`src/rtl/pool_sched.sv`:
```
// pool_sched: dispatches one instruction stream onto a pool of SIMD processors,
// round-robin arbitrates their shared-resource requests, gates processor
// enables from a config mask and tracks instructions in flight.
`timescale 1ns/1ps

`ifndef PROC_COUNT
`define PROC_COUNT 4
`endif

package pool_sched_pkg;
    // Instruction word carried from the command front end to a processor.
    typedef logic [31:0] instr_t;
endpackage

module pool_sched
    import pool_sched_pkg::*;
#(
    parameter int N_PROC      = `PROC_COUNT,
    parameter int IDX_W       = (N_PROC > 1) ? $clog2(N_PROC) : 1,
    parameter int ACK_TIMEOUT = 64,
    parameter int CNT_W       = 8
) (
    input  logic                 i_clk,
    input  logic                 i_rst,
    input  instr_t               i_instr,
    input  logic                 i_instr_valid,
    output logic                 o_instr_ready,
    input  logic [N_PROC-1:0]    i_proc_mask,
    output instr_t [N_PROC-1:0]  o_pool_instr,
    output logic [N_PROC-1:0]    o_pool_en,
    output logic [N_PROC-1:0]    o_pool_valid,
    output logic [N_PROC-1:0]    o_pool_grant,
    input  logic [N_PROC-1:0]    i_pool_req,
    input  logic [N_PROC-1:0]    i_pool_ack,
    input  logic [N_PROC-1:0]    i_pool_busy,
    input  logic [N_PROC-1:0]    i_pool_finish,
    output logic [N_PROC-1:0]    o_done,
    output logic [CNT_W-1:0]     o_inflight,
    output logic                 o_idle,
    output logic                 o_err
);
    localparam int TMR_W = (ACK_TIMEOUT > 1) ? $clog2(ACK_TIMEOUT) : 1;
    // Wide enough for in-flight + 1 and for a popcount of all finish bits.
    localparam int SUM_W = CNT_W + IDX_W + 2;
    localparam logic [TMR_W-1:0] TMR_LAST = TMR_W'(ACK_TIMEOUT - 1);
    localparam logic [SUM_W-1:0] CNT_MAX  = {{(SUM_W - CNT_W){1'b0}}, {CNT_W{1'b1}}};

    localparam logic [0:0] ST_IDLE  = 1'b0;
    localparam logic [0:0] ST_ISSUE = 1'b1;

    logic [0:0]        state;
    logic [IDX_W-1:0]  tgt;
    logic [TMR_W-1:0]  tmr;
    logic [IDX_W-1:0]  rr_ptr;

    logic [N_PROC-1:0] free;
    logic [IDX_W-1:0]  sel_idx;
    logic              accept;
    logic              ack_hit;
    logic              timeout_hit;
    logic              idle_nxt;

    logic [N_PROC-1:0] eligible;
    logic [N_PROC-1:0] grant_nxt;
    logic [IDX_W-1:0]  ptr_nxt;
    logic [IDX_W-1:0]  pos;
    logic              found;

    logic [SUM_W-1:0]  fin_cnt;
    logic [SUM_W-1:0]  sum;
    logic [SUM_W-1:0]  net;
    logic [CNT_W-1:0]  inflight_nxt;

    // A processor already acking this cycle is not offered new work.
    assign free          = ~i_pool_busy & ~i_proc_mask & ~i_pool_ack;
    assign o_instr_ready = (state == ST_IDLE) && (|free) && !i_rst;
    assign accept        = i_instr_valid && o_instr_ready;
    // Only the target's ack counts; acks from other processors are ignored.
    assign ack_hit       = (state == ST_ISSUE) && i_pool_ack[tgt];
    assign timeout_hit   = (state == ST_ISSUE) && !ack_hit && (tmr == TMR_LAST);
    assign idle_nxt      = (state == ST_IDLE) ? !accept : (ack_hit || timeout_hit);

    // Pick the lowest-index free processor as dispatch target.
    always_comb begin
        // NOTE: every signal assigned in always_comb gets a default first, so no path can infer a latch.
        sel_idx = '0;
        for (int k = N_PROC - 1; k >= 0; k--) begin
            if (free[k]) sel_idx = IDX_W'(k);
        end
    end

    // Locked round-robin: keep an eligible holder, otherwise search from rr_ptr.
    always_comb begin
        eligible  = i_pool_req & ~i_proc_mask;
        grant_nxt = '0;
        ptr_nxt   = rr_ptr;
        found     = 1'b0;
        pos       = '0;
        if (|(o_pool_grant & eligible)) begin
            grant_nxt = o_pool_grant;
        end else begin
            for (int off = 0; off < N_PROC; off++) begin
                pos = IDX_W'((int'(rr_ptr) + off) % N_PROC);
                if (!found && eligible[pos]) begin
                    found          = 1'b1;
                    grant_nxt[pos] = 1'b1;
                    ptr_nxt        = IDX_W'((int'(pos) + 1) % N_PROC);
                end
            end
        end
    end

    // Net in-flight update: +1 on target ack, -popcount(finish), clamped to [0, max].
    always_comb begin
        fin_cnt = '0;
        for (int k = 0; k < N_PROC; k++) begin
            fin_cnt = fin_cnt + SUM_W'(i_pool_finish[k]);
        end
        sum = SUM_W'(o_inflight) + SUM_W'(ack_hit);
        net = sum - fin_cnt;
        if (sum < fin_cnt) begin
            inflight_nxt = '0;
        end else if (net > CNT_MAX) begin
            inflight_nxt = '1;
        end else begin
            inflight_nxt = CNT_W'(net);
        end
    end

    // Dispatch FSM: latch the accepted instruction and hold valid until ack or timeout.
    always_ff @(posedge i_clk) begin
        // NOTE: state is updated with <= so every flop samples pre-edge values regardless of block order.
        if (i_rst) begin
            state        <= ST_IDLE;
            tgt          <= '0;
            tmr          <= '0;
            o_pool_valid <= '0;
            o_err        <= 1'b0;
            // NOTE: the per-processor instruction registers are visible outputs, so they are reset rather than left as uninitialised storage.
            o_pool_instr <= '0;
        end else begin
            o_err <= timeout_hit;
            case (state)
                ST_IDLE: begin
                    if (accept) begin
                        state                 <= ST_ISSUE;
                        tgt                   <= sel_idx;
                        tmr                   <= '0;
                        o_pool_valid          <= N_PROC'(1) << sel_idx;
                        o_pool_instr[sel_idx] <= i_instr;
                    end
                end
                ST_ISSUE: begin
                    if (ack_hit || timeout_hit) begin
                        state        <= ST_IDLE;
                        tmr          <= '0;
                        o_pool_valid <= '0;
                    end else begin
                        tmr <= tmr + 1'b1;
                    end
                end
                default: state <= ST_IDLE;
            endcase
        end
    end

    // Registered one-hot grant and round-robin start pointer.
    always_ff @(posedge i_clk) begin
        if (i_rst) begin
            o_pool_grant <= '0;
            rr_ptr       <= '0;
        end else begin
            o_pool_grant <= grant_nxt;
            rr_ptr       <= ptr_nxt;
        end
    end

    // Status outputs: enables, done echo, in-flight count and idle flag.
    always_ff @(posedge i_clk) begin
        if (i_rst) begin
            o_pool_en  <= '0;
            o_done     <= '0;
            o_inflight <= '0;
            o_idle     <= 1'b1;
        end else begin
            o_pool_en  <= ~i_proc_mask;
            o_done     <= i_pool_finish;
            o_inflight <= inflight_nxt;
            o_idle     <= (inflight_nxt == '0) && idle_nxt;
        end
    end

endmodule
```
`config.mk`:
```
export PLATFORM = sky130hd
export DESIGN_NAME = pool_sched
export DESIGN_NICKNAME = d
export VERILOG_FILES = /design/src/rtl/pool_sched.sv
export SDC_FILE = /design/constraint.sdc
export NUM_CORES = 1
export LEC_CHECK = 0
export CAP_MARGIN = 20
export CORE_MARGIN = 2
export CORE_UTILIZATION = 24
export DETAILED_ROUTE_END_ITERATION = 12
export GPL_ROUTABILITY_DRIVEN = 0
export RECOVER_POWER = 100
export SLEW_MARGIN = 10
export SYNTH_ARGS = -nofsm -noshare
export SYNTH_HDL_FRONTEND = slang
export SYNTH_SLANG_ARGS = --single-unit
```
`constraint.sdc`:
```
create_clock -name i_clk -period 9.93 [get_ports i_clk]
set_clock_uncertainty 0.15 [all_clocks]
set_input_delay 1.986 -clock i_clk [delete_from_list [all_inputs] [get_ports i_clk]]
set_output_delay 1.986 -clock i_clk [all_outputs]
set_load 0.03 [all_outputs]
```
## Word level (Yosys, flattened, before mapping)

Index checks and enable logic that the tools add are counted.
Widths: inputs -> output; s select.

| operators by class | value |
|---|---|
| shifts and indexed selects | 1 |
| order comparisons | 13 |
| reduce and logical (&&, ||, !) cells | 29 |
| equal/unequal tests | 3 |
| muxes and demuxes | 54 |
| add/sub/neg operators | 12 |
| bitwise logic cells | 12 |

Operator list:

| kind | count |
|---|---|
| $bwmux 128 | 1 |
| $demux 32 s2 | 1 |
| $mux 4 | 9 |
| $mux 32 | 1 |
| $lt 2x3->1 const B | 6 |
| $mux 1 | 18 |
| $and 4x4->4 | 4 |
| $mux 2 | 8 |
| $mux 8 | 2 |
| $logic_and 1x1->1 | 15 |
| $gt 12x8->1 const B | 1 |
| $mux 6 | 2 |
| $not 4->4 | 3 |
| $or 4x4->4 | 3 |
| $pmux 6 s2 | 1 |
| $bmux 1 s2 | 5 |
| $ge 2x1->1 const B | 5 |
| $sub 9x4->10 | 1 |
| $add 8x1->9 | 1 |
| $lt 9x4->1 | 1 |
| $add 2x1->2 const B | 4 |
| $demux 1 s2 | 4 |
| $logic_not 8->1 | 1 |
| $pmux 4 s2 | 1 |
| 16 further kinds | 26 |

| word-level totals | value |
|---|---|
| register bits after elaboration | 165 |
| word-level logic and storage cells | 139 |
| output and inout bits | 155 |

## Longest topological paths before layout

Gate-level depths: netlist of the first run.

| depth | value |
|---|---|
| depth in word-level cells | 18 |
| mapped depth | 15 |
| depth with buffers taken out | 14 |

## Worst setup path after synthesis of the first run

No wires, ideal clock.

| timing path | value |
|---|---|
| path kind | in2out |
| start | input port i_proc_mask[2] |
| end | output port o_instr_ready |
| slack | 4.564 ns |
| buffers on the path | 0 |
| cell stages on the path | 4 |
| data arrival time | 3.230 ns |
| required time | 7.794 ns |
| path through | or3_1 > nand2b_1 > nor2_1 > nor3_1 |

| on the way | value |
|---|---|
| cells in the longest elaborated chain, start to end | 6 |

Ends and longest elaborated chain:

| element | line | text |
|---|---|---|
| start, declared | 28 | `input logic [N_PROC-1:0] i_proc_mask,` |
| $not 4->4 | 75 | `assign free = ~i_pool_busy & ~i_proc_mask & ~i_pool_ack;` |
| $and 4x4->4 (2 in a row) | 75 |  |
| $reduce_or 4->1 | 76 | `assign o_instr_ready = (state == ST_IDLE) && (\|free) && !i_rst;` |
| $logic_and 1x1->1 (2 in a row) | 76 |  |
| end, declared | 27 | `output logic o_instr_ready,` |

Every way passes these cells.

## Final worst setup path of the first run

| timing path | value |
|---|---|
| start | input port i_rst |
| end | register o_err |

RTL lines:

| element | line | text |
|---|---|---|
| start, declared | 24 | `input logic i_rst,` |
| end signal, assigned | 142 | `o_err <= timeout_hit;` |
| end, declared | 40 | `output logic o_err` |

No word-level cell between the ends.

==> results of run 1 <==
[cells in the final DEF, fill, tap and decap left out, drive strengths merged, types with 3 or more instances in the layout]
| master | Yosys | layout |
|---|---|---|
| a211oi | 3 | 3 |
| a21oi | 149 | 149 |
| a222oi | 4 | 4 |
| a311oi | 4 | 4 |
| a32oi | 3 | 3 |
| and2 | 8 | 8 |
| and3 | 3 | 3 |
| and4 | 3 | 3 |
| buf | 5 | 3 |
| clkbuf | 45 | 23 |
| clkdlybuf4s50 | 0 | 52 |
| clkinv | 0 | 8 |
| dfxtp | 165 | 165 |
| dlygate4sd3 | 0 | 156 |
| ha | 12 | 12 |
| inv | 10 | 16 |
| mux2i | 3 | 3 |
| mux4 | 3 | 3 |
| nand2 | 285 | 285 |
| nand2b | 10 | 10 |
| nand3 | 11 | 11 |
| nand3b | 5 | 5 |
| nand4 | 3 | 3 |
| nor2 | 32 | 32 |
| nor2b | 10 | 10 |
| nor3 | 11 | 11 |
| o21ai | 13 | 13 |
| or3 | 7 | 7 |
| xnor2 | 5 | 5 |
| xor2 | 3 | 3 |
[final cells by class]
cell class                 count  area [sq um]
clock inverter                15           185
inverter                      10          37.5
multi-input combinational    617          3180
sequential                   165          3300
tap                          378           473
fill                        2896         17900
clock buffer                  17           425
timing repair buffer         217          2130
[per-layer routing]
layer / wire length, microns / vias up
met2: 10900 / 200
met1: 10400 / 3043
met3: 1640 / 19
met5: 0 / -
li1: - / 3203
met4: 316 / 0
[final timing paths]
check	from	endpoint	depth (start not counted)
worst max-delay path	i_rst	o_err	3
worst min-delay path	o_pool_valid[2]	o_pool_valid[2]	2
worst max register to register	tgt[0]	o_idle	13
worst min register to register	o_pool_valid[2]	o_pool_valid[2]	2
[per-stage QoR]
stage | utilization | hold slack (ns)
finish | 0.352 | 0.290
global route | 0.352 | 0.312
CTS | 0.353 | 0.294
detailed placement | 0.331 | 0.282
global placement | 0.331 | 0.278
floorplan | - | 0.312
[state kept, by name, indices dropped and copies added (netlist names)]
name / flops
o_idle: 1
tgt: 2
o_inflight: 8
o_pool_grant: 4
o_pool_instr: 128
tmr: 6
o_err: 1
o_pool_en: 4
state: 1
o_pool_valid: 4
rr_ptr: 2
o_done: 4
[kinds of logic (layout without fill, tap and decap cells)]
kind of cell             Yosys count  count (layout)  synth area share
flip-flops                       165             165             0.493
AO/OA/AOI/OAI                    193             193             0.164
XOR/XNOR                           8               8            0.0105
adder cells (fa/ha/maj)           14              14            0.0284
buffers and inverters             60             259            0.0344
multiplexers                       7               7            0.0162
AND/OR/NAND/NOR                  395             395             0.254
[power groups by stage]
stage / clock, uW / combinational [uW] / sequential (uW)
floorplan: 0 / 272 / 804
global placement: 0 / 480 / 763
detailed placement: 0 / 479 / 764
CTS: 705 / 483 / 750
global route: 726 / 514 / 755
finish: 677 / 469 / 748
[worst max-delay path: cells and delay by family]
kind	cells	cell delay, ns
buffers and inverters	2	5.29
AND/OR/NAND/NOR	1	0.19
==> run metrics, run 1 <==
switching portion of total power 0.350; number of buffers inserted to repair setup after CTS 0; Rows 61; most frequent cell after synthesis sky130_fd_sc_hd__nand2_1; via-per-instance ratio 4.56; Die Height 171 microns; Final Cell Area 9730 sq um; peak clock frequency supported by timing 133 MHz; core area 27,600 sq um; most frequently used flop master after synthesis sky130_fd_sc_hd__dfxtp_1; post-synthesis average cell area 7.96 sq um; fraction of power consumed by sequential logic 0.395; cell-by-cell trace of the critical path clkbuf_1, clkbuf_1, nor3_1; Layout Nets 1,097; total clock sinks 165; placed standard-cell area 9150 sq um; Net Sw Power 662 uW; clock root buffer master sky130_fd_sc_hd__clkbuf_16; post_cts resized 0; final clock period utilization by the worst path 0.757; WP data required 9.91 ns; detailed-router iteration count before antenna repair 6; number of DRC violations after detailed-routing iteration 0 434; Top Usage Layer GRT met2; Post-synth top cells 285 x sky130_fd_sc_hd__nand2_1, 165 x sky130_fd_sc_hd__dfxtp_1, 148 x sky130_fd_sc_hd__a21oi_1; number of failing setup endpoints in the final timing report 0; Slew HR -1.76; Global Route met1 Usage 0.203; unrepaired setup endpoints after global routing no; number of inserted diodes 0; first-pass GRT wire length 35,600 microns; post-synthesis sequential area ratio 0.493; global routing usage summed across all routing layers 0.158; initial core utilization 0.243; met3 track demand over resource 0.0428; fraction of registers with async set/reset 0; maxcap violations 6; top-level I/O count 210; Worst-path clk slew 0.08 ns; met2 usage in global routing 0.262; share of post-route cells with drive strength above 1 0.0480; growth of design area from synthesis to finish 45.2%; total vias in the final route 6,465; post-DR wirelength/cell 16.4 microns; global-route congestion overflow total 0; kind of start point of the critical path primary input; Final WS setup 2.41 ns; Total Routed Length 23,300 microns; cells taking the most area after synthesis sky130_fd_sc_hd__dfxtp_1 49%, sky130_fd_sc_hd__nand2_1 16%, sky130_fd_sc_hd__a21oi_1 11%, sky130_fd_sc_hd__clkbuf_1 2.5%, sky130_fd_sc_hd__ha_1 2.2%; H-tree depth 4; leading area contributor after synthesis sky130_fd_sc_hd__dfxtp_1; total internal power 1230 uW; Critical Setup Path Class in2reg; worst reg2reg setup slack 5.71 ns; total of flip-flops plus latches after synthesis 165; setup TNS after final layout 0 ns; count of hold-fix buffers inserted at cts 0; max-slew violation count 296; Critical-path top delay cell sky130_fd_sc_hd__clkbuf_1; element type at the critical path end flop; Slowest Stage Delay on Critical Path 3.07 ns; Clock Power Share 0.357; Synthesized Nets 911; arrival time of data at the critical path endpoint 7.51 ns; summed instance area of the synthesized netlist 6700 sq um; number of antenna-violating nets in the routed design 0; outcome finished with violations; CTS tree built; clock network latency to the later pin of the worst-skew pair 0.42 ns; initial antenna violation count 0; number of distinct library cells after synthesis 57; number of synthesized flops with an enable pin 0; cell occurring most often along the worst timing path sky130_fd_sc_hd__clkbuf_1; final hold violations 0; post-route non-filler standard cell count 1,419; number of buffers on the longest clock path 2; cell total after placement 1,387; top fanout value on the critical path 88; maximum number of pins on one net before global-route repair 89; leakage dissipation 0.00377 uW; Synth warnings 0; peak supply drop 0.000101 V; total power 1890 uW; HPWL Detailed 15,400 microns; total die area 29,300 sq um; post-placement setup slack 3.71 ns; TritonCTS Buffers 17; power share of the combinational group 0.248; horizontal die dimension 171 microns; type of the worst min-delay path reg2reg; total of buffers placed on input and output ports 209; violations in the final reports max-capacitance violations, max-slew violations; drt drc 0; time the worst path needs with I/O delays and setup 7.52 ns; fraction of synthesized cell area taken by the top area cell type 0.493; power per cell area 195 nW/um^2; Cells after Synth 842; number of global-route vias before repair 6,169; Worst Tran Pin Value 4.14 ns
(Power assumes the default switching activity.)
==> run 2, diff against run 1 <==
==> constraint.sdc (replaced) <==
create_clock -name i_clk -period 6.7 [get_ports i_clk]
set_clock_uncertainty 0.15 [all_clocks]
set_input_delay 1.34 -clock i_clk [delete_from_list [all_inputs] [get_ports i_clk]]
set_output_delay 1.34 -clock i_clk [all_outputs]
set_load 0.03 [all_outputs]
==> run 2 against run 1 <==
Net effect:
- the run still ends with max-capacitance violations, max-slew violations left
- wire length hardly changed
- final cell count stayed put
- combinational power is 49% higher
- sequential power is 48% higher
- count of clock-buffer cells in the layout stayed put
- power is 49% higher
- non-clock buffer count stayed put
- via count is 0.39% lower
- final area is 0.21% lower
- flip-flop and latch count stayed put
- global-route usage is 0.14 points higher
- worst setup slack worse by 1.0 ns
- largest power group unchanged
==> run metrics, run 2 (synthesis results as in run 1) <==
peak supply drop 0.000153 V; setup TNS after final layout 0 ns; type of the worst min-delay path reg2reg; highest-count cells in the layout ignoring fill and taps 285 x sky130_fd_sc_hd__nand2_1, 165 x sky130_fd_sc_hd__dfxtp_1, 159 x sky130_fd_sc_hd__dlygate4sd3_1, 149 x sky130_fd_sc_hd__a21oi_1, 49 x sky130_fd_sc_hd__clkdlybuf4s50_1; initial core utilization 0.243; Worst Reg-to-Reg Cells 13; H-tree depth 4; power per cell area 290 nW/um^2; outcome finished with violations; TritonCTS Buffers 17; number of global-route vias before repair 6,173; first-pass GRT wire length 35,600 microns; Worst Tran Pin Value 4.30 ns; Slowest Stage Delay on Critical Path 3.06 ns; CTS tree built; worst reg2reg setup slack 2.51 ns; via-per-instance ratio 4.54; arrival time of data at the critical path endpoint 5.26 ns; unrepaired setup endpoints after global routing no; number of filler cells placed in the layout 2,912; time the worst path needs with I/O delays and setup 5.29 ns; core area 27,600 sq um; Critical Path End o_err; global-route congestion overflow total 0; number of buffers inserted to repair setup after CTS 0; largest registers o_pool_instr x128, o_inflight x8, tmr x6; HPWL Detailed 15,400 microns; final clock period utilization by the worst path 0.789; peak clock frequency supported by timing 189 MHz; top-level I/O count 210; count of hold-fix buffers inserted at cts 0; horizontal die dimension 171 microns; cell-by-cell trace of the critical path buf_4, clkbuf_1, nor3_1; kind of start point of the critical path primary input; post-route non-filler standard cell count 1,419; total die area 29,300 sq um; total clock sinks 165; total of buffers placed on input and output ports 209; reg-to-reg critical path startpoint tgt[0]; cell total after placement 1,387; Die Height 171 microns; clock network latency to the later pin of the worst-skew pair 0.43 ns; WP data required 6.67 ns; Critical-path top delay cell sky130_fd_sc_hd__clkbuf_1; number of failing setup endpoints in the final timing report 0; Total Routed Length 23,300 microns; Critical Setup Path Class in2reg; top fanout value on the critical path 90; max-slew violation count 226; Worst-path clk slew 0.07 ns; maximum number of pins on one net before global-route repair 91; number of DRC violations after detailed-routing iteration 0 471; clock root buffer master sky130_fd_sc_hd__clkbuf_16; number of inserted diodes 0; startpoint of the worst setup timing path i_rst; violations in the final reports max-capacitance violations, max-slew violations; Layout Nets 1,097; flip-flop count of the largest register, all copies and words added 128; number of antenna-violating nets in the routed design 0; Rows 61; detailed-router iteration count before antenna repair 6; element type at the critical path end flop; share of post-route cells with drive strength above 1 0.0480; final hold violations 0; post_cts resized 0; maxcap violations 5; most common library cell in the layout ignoring fill and taps sky130_fd_sc_hd__nand2_1; post-DR wirelength/cell 16.4 microns; leakage dissipation 0.00378 uW; total vias in the final route 6,440; top register by number of flip-flops o_pool_instr; global routing usage summed across all routing layers 0.160; growth of design area from synthesis to finish 44.9%; number of buffers on the longest clock path 2; total power 2820 uW; R2R Path End o_idle; Slew HR -1.86; drt drc 0; initial antenna violation count 0
==> run 2: cell count changes in the layout (fill, tap and decap cells not counted), moves of 2 or more <==
cell / change
sky130_fd_sc_hd__inv_6: +2
sky130_fd_sc_hd__clkbuf_1: -2
sky130_fd_sc_hd__bufinv_16: +2
sky130_fd_sc_hd__clkinv_8: -6
sky130_fd_sc_hd__buf_4: +2
sky130_fd_sc_hd__inv_8: -2
sky130_fd_sc_hd__clkinv_2: +2
sky130_fd_sc_hd__dlygate4sd3_1: +3
sky130_fd_sc_hd__clkdlybuf4s50_1: -3
==> run 2: per-stage QoR <==
step / instance area [sq um] / util / hold WS, ns / setup WS (ns)
after floorplan: 6700 / - / 0.312 / 2.07
after global placement: 9150 / 0.331 / 0.279 / 1.45
after detailed placement: 9150 / 0.331 / 0.287 / 1.39
after CTS: 9750 / 0.353 / 0.297 / 1.77
after global routing: 9710 / 0.352 / 0.315 / 1.00
final: 9710 / 0.352 / 0.291 / 1.41
==> run 2: layout make-up <==
class,instances,area (sq um),share of cell area
multi-input cells,617,3170,0.326
clock buffers,17,425,0.0438
inverters,10,37.5,0.00386
clock inverters,15,169,0.0174
flip-flops and latches,165,3300,0.340
repair buffers,217,2130,0.220
well taps,378,473,0.0487
==> run 2: how the worst min path moves through the flow <==
| stage | slack (ns) | start | to | cells past startpoint |
|---|---|---|---|---|
| 4_1_cts | 0.30 | o_pool_valid[2] | o_pool_valid[2] | 2 |
| 5_1_grt | 0.31 | o_pool_valid[3] | o_pool_valid[3] | 2 |
| 3_5_place_dp | 0.29 | o_pool_valid[0] | o_pool_valid[0] | 2 |
| 6_report | 0.29 | o_pool_valid[2] | o_pool_valid[2] | 2 |
| 3_3_place_gp | 0.28 | o_pool_valid[3] | o_pool_valid[3] | 2 |
| 2_1_floorplan | 0.31 | tmr[2] | tmr[2] | 2 |
==> run 2: power by group <==
group,internal [uW],total (uW),switching [uW]
Clock,560,1010,455
Combinational,282,697,415
Sequential,1030,1110,75.2
Total,1880,2820,945
==> run 2: critical path, delay by kind of cell <==
family	cells	cell delay (ns)
and+or+nand+nor	1	0.21
buffers and inverters	2	3.62
==> run 2: metal layers <==
| metal | share of wire | wire length [microns] | GRT usage | vias up |
|---|---|---|---|---|
| met3 | 0.062 | 1440 | 0.0433 | 19 |
| met1 | 0.46 | 10700 | 0.208 | 3033 |
| met4 | 0.014 | 329 | 0.0523 | 0 |
| met2 | 0.47 | 10900 | 0.255 | 193 |
| li1 | - | - | - | 3195 |
| met5 | 0 | 0 | 0 | - |
